**src/rtl/riscv_pkg.sv**
```systemverilog
// Shared RV64I pipeline definitions: fetch-stage FSM encoding and the canonical NOP.
package riscv_pkg;

  typedef enum logic [2:0] {
    IDLE,
    FETCH,
    WAIT,
    HOLD,
    DROP
  } fstage_state_e;

  // addi x0, x0, 0
  localparam logic [31:0] RISCV_NOP = 32'h00000013;

endpackage

```
**src/rtl/riscv_fstage_ifid.sv**
```systemverilog
// IF/ID pipeline register: flush beats stall beats load; otherwise a bubble is inserted.
module riscv_fstage_ifid
  import riscv_pkg::*;
#(
  parameter int XLEN = 64
) (
  input  logic            clk,
  input  logic            rst,
  input  logic            flush,
  input  logic            stall,
  input  logic            load,
  input  logic [31:0]     inst_in,
  input  logic [XLEN-1:0] pc_in,
  output logic            valid,
  output logic [31:0]     inst,
  output logic [XLEN-1:0] pc,
  output logic [XLEN-1:0] pcplus4
);

  always_ff @(posedge clk or posedge rst) begin
    if (rst) begin
      valid   <= 1'b0;
      inst    <= RISCV_NOP;
      pc      <= '0;
      pcplus4 <= '0;
    end else if (flush) begin
      valid <= 1'b0;
      inst  <= RISCV_NOP;
    end else if (stall) begin
      valid <= valid;
    end else if (load) begin
      valid   <= 1'b1;
      inst    <= inst_in;
      pc      <= pc_in;
      pcplus4 <= pc_in + XLEN'(4);
    end else begin
      // bubble keeps pc/pcplus4 so decode still sees the last address
      valid <= 1'b0;
      inst  <= RISCV_NOP;
    end
  end

endmodule

```
**src/rtl/riscv_fstage.sv**
```systemverilog
// Instruction-fetch stage: fetch PC, single-outstanding imem request FSM and IF/ID drive.
// state | meaning
// IDLE  | out of reset, first request issued next cycle
// FETCH | request for pc_q on the bus this cycle
// WAIT  | request outstanding, waiting for the response
// HOLD  | response buffered, decode stalled
// DROP  | redirected while outstanding; discard the stale response
module riscv_fstage
  import riscv_pkg::*;
#(
  parameter int              XLEN         = 64,
  parameter logic [XLEN-1:0] RESET_VECTOR = '0
) (
  input  logic            i_riscv_clk,
  input  logic            i_riscv_rst,
  output logic            o_riscv_fstage_imem_req,
  output logic [XLEN-1:0] o_riscv_fstage_imem_addr,
  input  logic            i_riscv_fstage_imem_valid,
  input  logic [31:0]     i_riscv_fstage_imem_rdata,
  input  logic            i_riscv_fstage_stall,
  input  logic            i_riscv_fstage_redirect,
  input  logic [XLEN-1:0] i_riscv_fstage_pctarget,
  output logic            o_riscv_fstage_valid,
  output logic [31:0]     o_riscv_fstage_inst,
  output logic [XLEN-1:0] o_riscv_fstage_pc,
  output logic [XLEN-1:0] o_riscv_fstage_pcplus4
);

  fstage_state_e   state_q, state_d;
  logic [XLEN-1:0] pc_q, pc_d;
  logic [XLEN-1:0] target;
  logic [31:0]     inst_buf_q;
  logic [31:0]     deliver_inst;
  logic            req, deliver, buf_load;
  logic            redirect, stall, mem_valid;

  assign redirect     = i_riscv_fstage_redirect;
  assign stall        = i_riscv_fstage_stall;
  assign mem_valid    = i_riscv_fstage_imem_valid;
  assign target       = i_riscv_fstage_pctarget & ~XLEN'(3);
  assign deliver_inst = (state_q == HOLD) ? inst_buf_q : i_riscv_fstage_imem_rdata;

  always_ff @(posedge i_riscv_clk or posedge i_riscv_rst) begin
    if (i_riscv_rst) begin
      state_q    <= IDLE;
      pc_q       <= RESET_VECTOR;
      inst_buf_q <= RISCV_NOP;
    end else begin
      state_q <= state_d;
      pc_q    <= pc_d;
      if (buf_load) inst_buf_q <= i_riscv_fstage_imem_rdata;
    end
  end

  always_comb begin
    state_d  = state_q;
    pc_d     = pc_q;
    req      = 1'b0;
    deliver  = 1'b0;
    buf_load = 1'b0;
    case (state_q)
      IDLE: state_d = FETCH;
      FETCH: begin
        req = !redirect;
        if (redirect) pc_d = target;
        else if (mem_valid) begin
          if (!stall) deliver = 1'b1;
          else begin
            buf_load = 1'b1;
            state_d  = HOLD;
          end
        end else state_d = WAIT;
      end
      WAIT: begin
        if (redirect) begin
          pc_d    = target;
          state_d = mem_valid ? FETCH : DROP;
        end else if (mem_valid) begin
          if (!stall) deliver = 1'b1;
          else begin
            buf_load = 1'b1;
            state_d  = HOLD;
          end
        end
      end
      HOLD: begin
        if (redirect) begin
          pc_d    = target;
          state_d = FETCH;
        end else if (!stall) deliver = 1'b1;
      end
      DROP: begin
        if (redirect) pc_d = target;
        if (mem_valid) state_d = FETCH;
      end
      default: state_d = IDLE;
    endcase
    if (deliver) begin
      pc_d    = pc_q + XLEN'(4);
      state_d = FETCH;
    end
  end

  assign o_riscv_fstage_imem_req  = req;
  assign o_riscv_fstage_imem_addr = pc_q;

  riscv_fstage_ifid #(.XLEN(XLEN)) u_ifid (
    .clk     (i_riscv_clk),
    .rst     (i_riscv_rst),
    .flush   (redirect),
    .stall   (stall),
    .load    (deliver),
    .inst_in (deliver_inst),
    .pc_in   (pc_q),
    .valid   (o_riscv_fstage_valid),
    .inst    (o_riscv_fstage_inst),
    .pc      (o_riscv_fstage_pc),
    .pcplus4 (o_riscv_fstage_pcplus4)
  );

endmodule

```
**config.mk**
```make
export PLATFORM = sky130hd
export DESIGN_NAME = riscv_fstage
export DESIGN_NICKNAME = d
export VERILOG_FILES = /design/src/rtl/riscv_pkg.sv /design/src/rtl/riscv_fstage_ifid.sv /design/src/rtl/riscv_fstage.sv
export SDC_FILE = /design/constraint.sdc
export NUM_CORES = 1
export LEC_CHECK = 0
export BUFFER_PORTS_ARGS = -buffer_cell sky130_fd_sc_hd__clkbuf_2
export CORE_ASPECT_RATIO = 2
export CORE_MARGIN = 2
export CORE_UTILIZATION = 46
export CTS_CLUSTER_DIAMETER = 50
export DETAILED_ROUTE_END_ITERATION = 12
export PLACE_DENSITY = 0.8
export SLEW_MARGIN = 40
export SYNTH_ARGS = -nofsm -noshare
export SYNTH_HDL_FRONTEND = slang
export SYNTH_HIERARCHICAL = 1
export SYNTH_SLANG_ARGS = --single-unit
```
**constraint.sdc**
```tcl
create_clock -name i_riscv_clk -period 9.7 [get_ports i_riscv_clk]
set_clock_uncertainty 0.15 [all_clocks]
set_input_delay 1.94 -clock i_riscv_clk [delete_from_list [all_inputs] [get_ports i_riscv_clk]]
set_output_delay 1.94 -clock i_riscv_clk [all_outputs]
set_load 0.02 [all_outputs]
```
Yosys cells after proc, flatten, opt, wreduce, memory -nomap -nowiden
Cells that the tools add are included.
- register bits after elaboration: 260
- input bits: 101
- output and inout bits: 226
- word-level logic and storage cells: 58
- $add $sub $neg: 1
- equal/unequal tests: 9
- multiplexer cells: 30
- bitwise gates (word level): 2
- reductions and logical operators: 9
- operators by type and width (operator ; number):
    $mux 64 ; 3
    $mux 32 ; 4
    $add 64x3->64 const B ; 1
    $mux 3 ; 9
    $pmux 3 s5 ; 1
    $mux 1 ; 12
    $ne 3x3->1 const B ; 3
    $eq 3x2->1 const B ; 2
    $ne 4x4->1 const B ; 1
    $reduce_and 4->1 ; 1
    $reduce_bool 2->1 ; 2
    $reduce_or 4->1 ; 1
    $eq 3x1->1 const B ; 1
    $eq 3x3->1 const B ; 1
    $logic_not 3->1 ; 1
    $reduce_and 3->1 ; 1
    $ne 2x1->1 const B ; 1
    $not 1->1 ; 2
    $pmux 1 s2 ; 1
    $reduce_and 2->1 ; 1
    $reduce_or 2->1 ; 1
    $logic_not 1->1 ; 1

Longest topological paths before layout
- depth in word-level cells: 7
- mapped depth: 13
- depth with buffers taken out: 8

Cells and area by module
The synthesis kept the hierarchy.
- modules (own cells, without submodules) (module ; times used ; cells each ; area each (um2) ; seq. area each (um2)):
    riscv_fstage_ifid ; 1 ; 778 ; 7215.7 ; 3982.6
    riscv_fstage ; 1 ; 615 ; 5854.4 ; 2431.1

Least setup slack after synthesis
OpenSTA, ideal clock, no wires.
- kind: input port to flip-flop
- start: in i_riscv_fstage_redirect
- end: reg u_ifid.pc[35]
- arrival: 4.531 ns
- setup slack: 4.899 ns
- cell stages on the path: 13
- buffers on the path: 7
- cells stage by stage: clkbuf_1 -> nor3_1 -> nand2_2 -> inv_1 -> buf_2 -> buf_1 -> or3b_2 -> clkbuf_1 -> clkbuf_1 -> clkbuf_1 -> buf_1 -> nand2_1 -> nand2_1
- word-level cells in the longest chain between the ends: 3
- elaborated cells between the ends (all ways): 5
- those cells by class: mux: 3; bitwise: 1; reduce/logical: 1
- ends and longest elaborated chain (item ; line ; source):
    start: declaration ; riscv_fstage.sv:21 ; input logic i_riscv_fstage_redirect,
    $mux 1, on equally long branches ; riscv_fstage.sv:87, riscv_fstage.sv:65 ;
    $pmux 1 s2 * ; riscv_fstage.sv:61 ; case (state_q)
    via deliver ; riscv_fstage.sv:34 ; logic req, deliver, buf_load;
    $reduce_and 3->1 (no line) * ; -- ;
    end signal: assignment ; riscv_fstage_ifid.sv:34 ; pc <= pc_in;
    end: declaration ; riscv_fstage_ifid.sv:16 ; output logic [XLEN-1:0] pc,
The timed path passes the listed nets; every way through them passes the cells marked *.
A chain may end at the register's enable or synchronous reset.

Final worst setup path
- start: in i_riscv_fstage_redirect
- end: reg u_ifid.pcplus4[60]
- word-level cells in the longest chain between the ends: 3
- elaborated cells between the ends (all ways): 5
- those cells by class: mux: 3; bitwise: 1; reduce/logical: 1
- ends and longest elaborated chain (item ; line ; source):
    $mux 1, on equally long branches ; riscv_fstage.sv:87, riscv_fstage.sv:65 ;
    $pmux 1 s2 ; riscv_fstage.sv:61 ;
    $reduce_and 3->1 (no line) * ; -- ;
    end signal: assignment ; riscv_fstage_ifid.sv:35 ; pcplus4 <= pc_in + XLEN'(4);
    end: declaration ; riscv_fstage_ifid.sv:17 ; output logic [XLEN-1:0] pcplus4
Mark *: on every way between the ends. The rest lies on a longest branch, timed or not.

==> results.py <==
metrics = {
    "cts": {
        "cts_hold_buffers": 0,
        "cts_root_buffer": "clkbuf_16",
        "clk_path_buf_depth": 3,
        "cts-htree-levels": 1,
        "cts_tree": "done",
        "cts_setup_buffers": 0,
        "cts_sinks": 256,
        "numCtsBuffers": 24,
        "cts_resized": 0,
        "clk_pin_slew_ns": 0.07,
        "insertion_delay_ns": 0.54,
    },
    "cells_and_area": {
        "nets": 1782,
        "drive_gt1_share_pct": 28.8,
        "syn2layout_area_growth_pct": 21.1,
        "n_fill_cell": 2545,
    },
    "global_routing": {
        "grtUsageTotal_pct": 30.0,
        "grt_max_degree": 93,
        "grt_pass1_vias": 12504,
        "use_met1_pct": 31.1,
        "globalRouteMet3Util_pct": 5.56,
        "met2_usage_pct": 52.5,
        "grt-ovfl-total": 0,
        "grt_pass1_wl_mm": 69.2,
        "antenna_found_initial": 4,
        "grt_most_used_layer": "met2",
    },
    "synthesis": {
        "synth_top_area_share_pct": 47.9,
        "synthTopCellsByCount": "nand2_1 (307), dfrtp_1 (250), nand3_1 (85)",
        "synth_area_per_cell_um2": 9.38,
        "async_reset_ff_share_pct": 100,
        "synth.most_common_cell": "nand2_1",
        "synth_top_area_cell": "dfrtp_1",
        "synth.area.top_cells": "dfrtp_1 (48%), nand2_1 (8.8%), mux2_2 (5.7%)",
        "ys_ff_latch": 256,
        "synth-seq-area-share_pct": 49.1,
        "synth_edf_count": 0,
        "ys_warn_count": 6,
        "syn_inst": 1393,
        "netlist_area_mm2": 0.0131,
        "synthFlopType": "dfrtp_1",
        "yosysUniqueCellTypes": 70,
    },
    "detailed_routing": {
        "drt_iter0_drc": 1036,
        "wl_mm": 45.7,
        "wl_per_cell_um": 22.2,
        "route.detailed.drc": 0,
        "first_pass_iters": 7,
        "antenna_left": 0,
        "vias_per_cell": 6.13,
        "num_vias": 12600,
    },
    "placement": {
        "gp_congestion": 0.937,
        "io_buffers": 322,
        "hpwlAfterDp_mm": 32.9,
    },
    "min_path": {
        "hold_depth": 2,
        "min_path_type": "flip-flop to flip-flop",
        "min_from": "u_ifid/pc[58]",
        "hold_end": "u_ifid/pc[58]",
    },
    "floorplanning": {
        "fp.dieH_um": 242,
        "start_util_pct": 46.5,
        "ioPinCount": 327,
        "dieArea_mm2": 0.0299,
        "row_count": 87,
        "die-width_um": 123,
        "core_area_mm2": 0.0281,
    },
    "power": {
        "finalPower_mw": 3.67,
        "power.leakage_nw": 7.34,
        "clkPwrFrac_pct": 26.6,
        "p_comb_share_pct": 29.1,
        "power.switching_mw": 1.42,
        "internal-power_mw": 2.26,
        "ir_drop_uv": 172,
        "p_seq_share_pct": 44.2,
        "swShare_pct": 38.5,
        "p_per_area_mw_per_mm2": 232,
    },
    "setup_path": {
        "crit_arrival_ns": 5.22,
        "cp.required_ns": 10.00,
        "r2r_slack_ns": 5.94,
        "reg2reg_from": "state_q[0]",
        "rr_worst_depth": 9,
        "end_kind": "flip-flop",
        "worstSetupPathType": "input pin to flip-flop",
        "crit_path_start_kind": "input pin",
        "r2r-end": "u_ifid/pcplus4[60]",
        "worst-path-max-fanout": 65,
    },
    "timing": {
        "tns_ns": 0,
        "hold_violations": 0,
        "worstMarginPinSlew_ns": 0.761,
        "slew-limit-headroom_pct": 48.8,
        "max_freq_ghz": 0.203,
        "fin_crit_sh_pct": 50.7,
        "rsz0062_at_grt": "false",
        "slew_violations": 0,
        "report.final.setup_viol": 0,
        "worst_hold_slack_ns": 0.326,
        "period_minus_slack_ns": 4.92,
    },
    "run": {
        "cap_violations": 0,
    },
    "outcome": {
        "status": "finished clean",
    },
}
-- layer usage --
metal  up-vias  wire length [um]
met4         0              3690
met2       666             23400
met3       187              3500
met5         -                 0
li1       5671                 -
met1      6076             15100
-- cell families after synthesis --
kind of cell    share of synthesized area (%)
mux                                      6.07
compound gates                           13.4
other cells                            0.0287
simple gates                             25.5
xor+xnor                                 2.35
buf+inv                                  3.40
flops                                    49.1
fa+ha+maj                               0.268
-- power groups by stage --
| stage | Clock [mW] | Combinational [mW] | Sequential [mW] |
|---|---|---|---|
| 2_1_floorplan | 0 | 0.398 | 1.81 |
| 3_3_place_gp | 0 | 1.04 | 1.62 |
| 3_5_place_dp | 0 | 1.07 | 1.64 |
| 4_1_cts | 0.995 | 1.07 | 1.62 |
| 5_1_grt | 1.04 | 1.16 | 1.66 |
| 6_report | 0.978 | 1.07 | 1.63 |
-- worst max-delay path, stage by stage --
cell	delay, ns
clkbuf_2	0.20
nor3_2	0.52
nand2_4	0.41
inv_1	0.16
buf_4	0.41
nor3b_2	0.27
buf_4	0.59
nand2_1	0.18
or3_1	0.34
o211ai_1	0.15
-- state kept, by name, summed over array words and instances, names as in the netlist --
name	count
inst_buf_q	32
o_riscv_fstage_imem_addr	62
state_q	3
u_ifid/inst	32
u_ifid/pc	64
u_ifid/pcplus4	62
u_ifid/valid	1
-- how the worst max path moves through the flow --
stage	endpoint	startpoint	depth (start not counted)
final	u_ifid/pcplus4[60]	i_riscv_fstage_redirect	10
after global routing	u_ifid/pcplus4[60]	i_riscv_fstage_redirect	10
after CTS	u_ifid/pcplus4[60]	i_riscv_fstage_redirect	10
after detailed placement	u_ifid/pcplus4[60]	i_riscv_fstage_redirect	10
after global placement	u_ifid/pcplus4[60]	i_riscv_fstage_redirect	10
after floorplan	u_ifid/inst[10]	i_riscv_rst	1
-- stage by stage --
stage	instance area (um2)	utilization, %	setup slack [ns]	std cells
floorplan	13100	-	3.32	1396
global placement	14900	53.2	3.96	2007
detailed placement	15000	53.3	3.83	2008
CTS	15800	56.2	4.35	2052
global route	15800	56.4	4.56	2057
finish	15800	56.4	4.78	2057
-- cell usage in the layout, fill, tap and decap left out, types with 5 or more instances in the layout --
cell type	n
a211oi_1	5
a21o_1	6
a21oi_1	12
a22o_1	29
a22oi_1	22
a31oi_1	10
and2_1	9
and3_1	21
and4_1	14
buf_4	19
clkbuf_16	25
clkbuf_2	322
clkbuf_8	7
clkinv_2	5
dfrtp_1	250
dfstp_2	6
inv_1	18
mux2_2	66
mux2i_1	5
nand2_1	307
nand3_1	85
nand4_1	50
nor2_1	46
nor3_1	39
nor4_1	27
o211ai_1	36
o21ai_0	60
o22ai_1	8
o311ai_0	13
or2_2	8
or3_1	22
or4_1	25
xnor2_1	26
xor2_1	9
-- cell type report --
| cell class | count | area [um2] | area share, % |
|---|---|---|---|
| Antenna cell | 4 | 10.0 | 0.0632 |
| Clock buffer | 36 | 737 | 4.66 |
| Clock inverter | 8 | 71.3 | 0.451 |
| Inverter | 20 | 85.1 | 0.538 |
| Multi-Input combinational cell | 1033 | 6260 | 39.6 |
| Sequential cell | 256 | 6410 | 40.5 |
| Tap cell | 356 | 445 | 2.81 |
| Timing Repair Buffer | 344 | 1810 | 11.4 |
No activity file was read; power rests on OpenSTA's default activity.
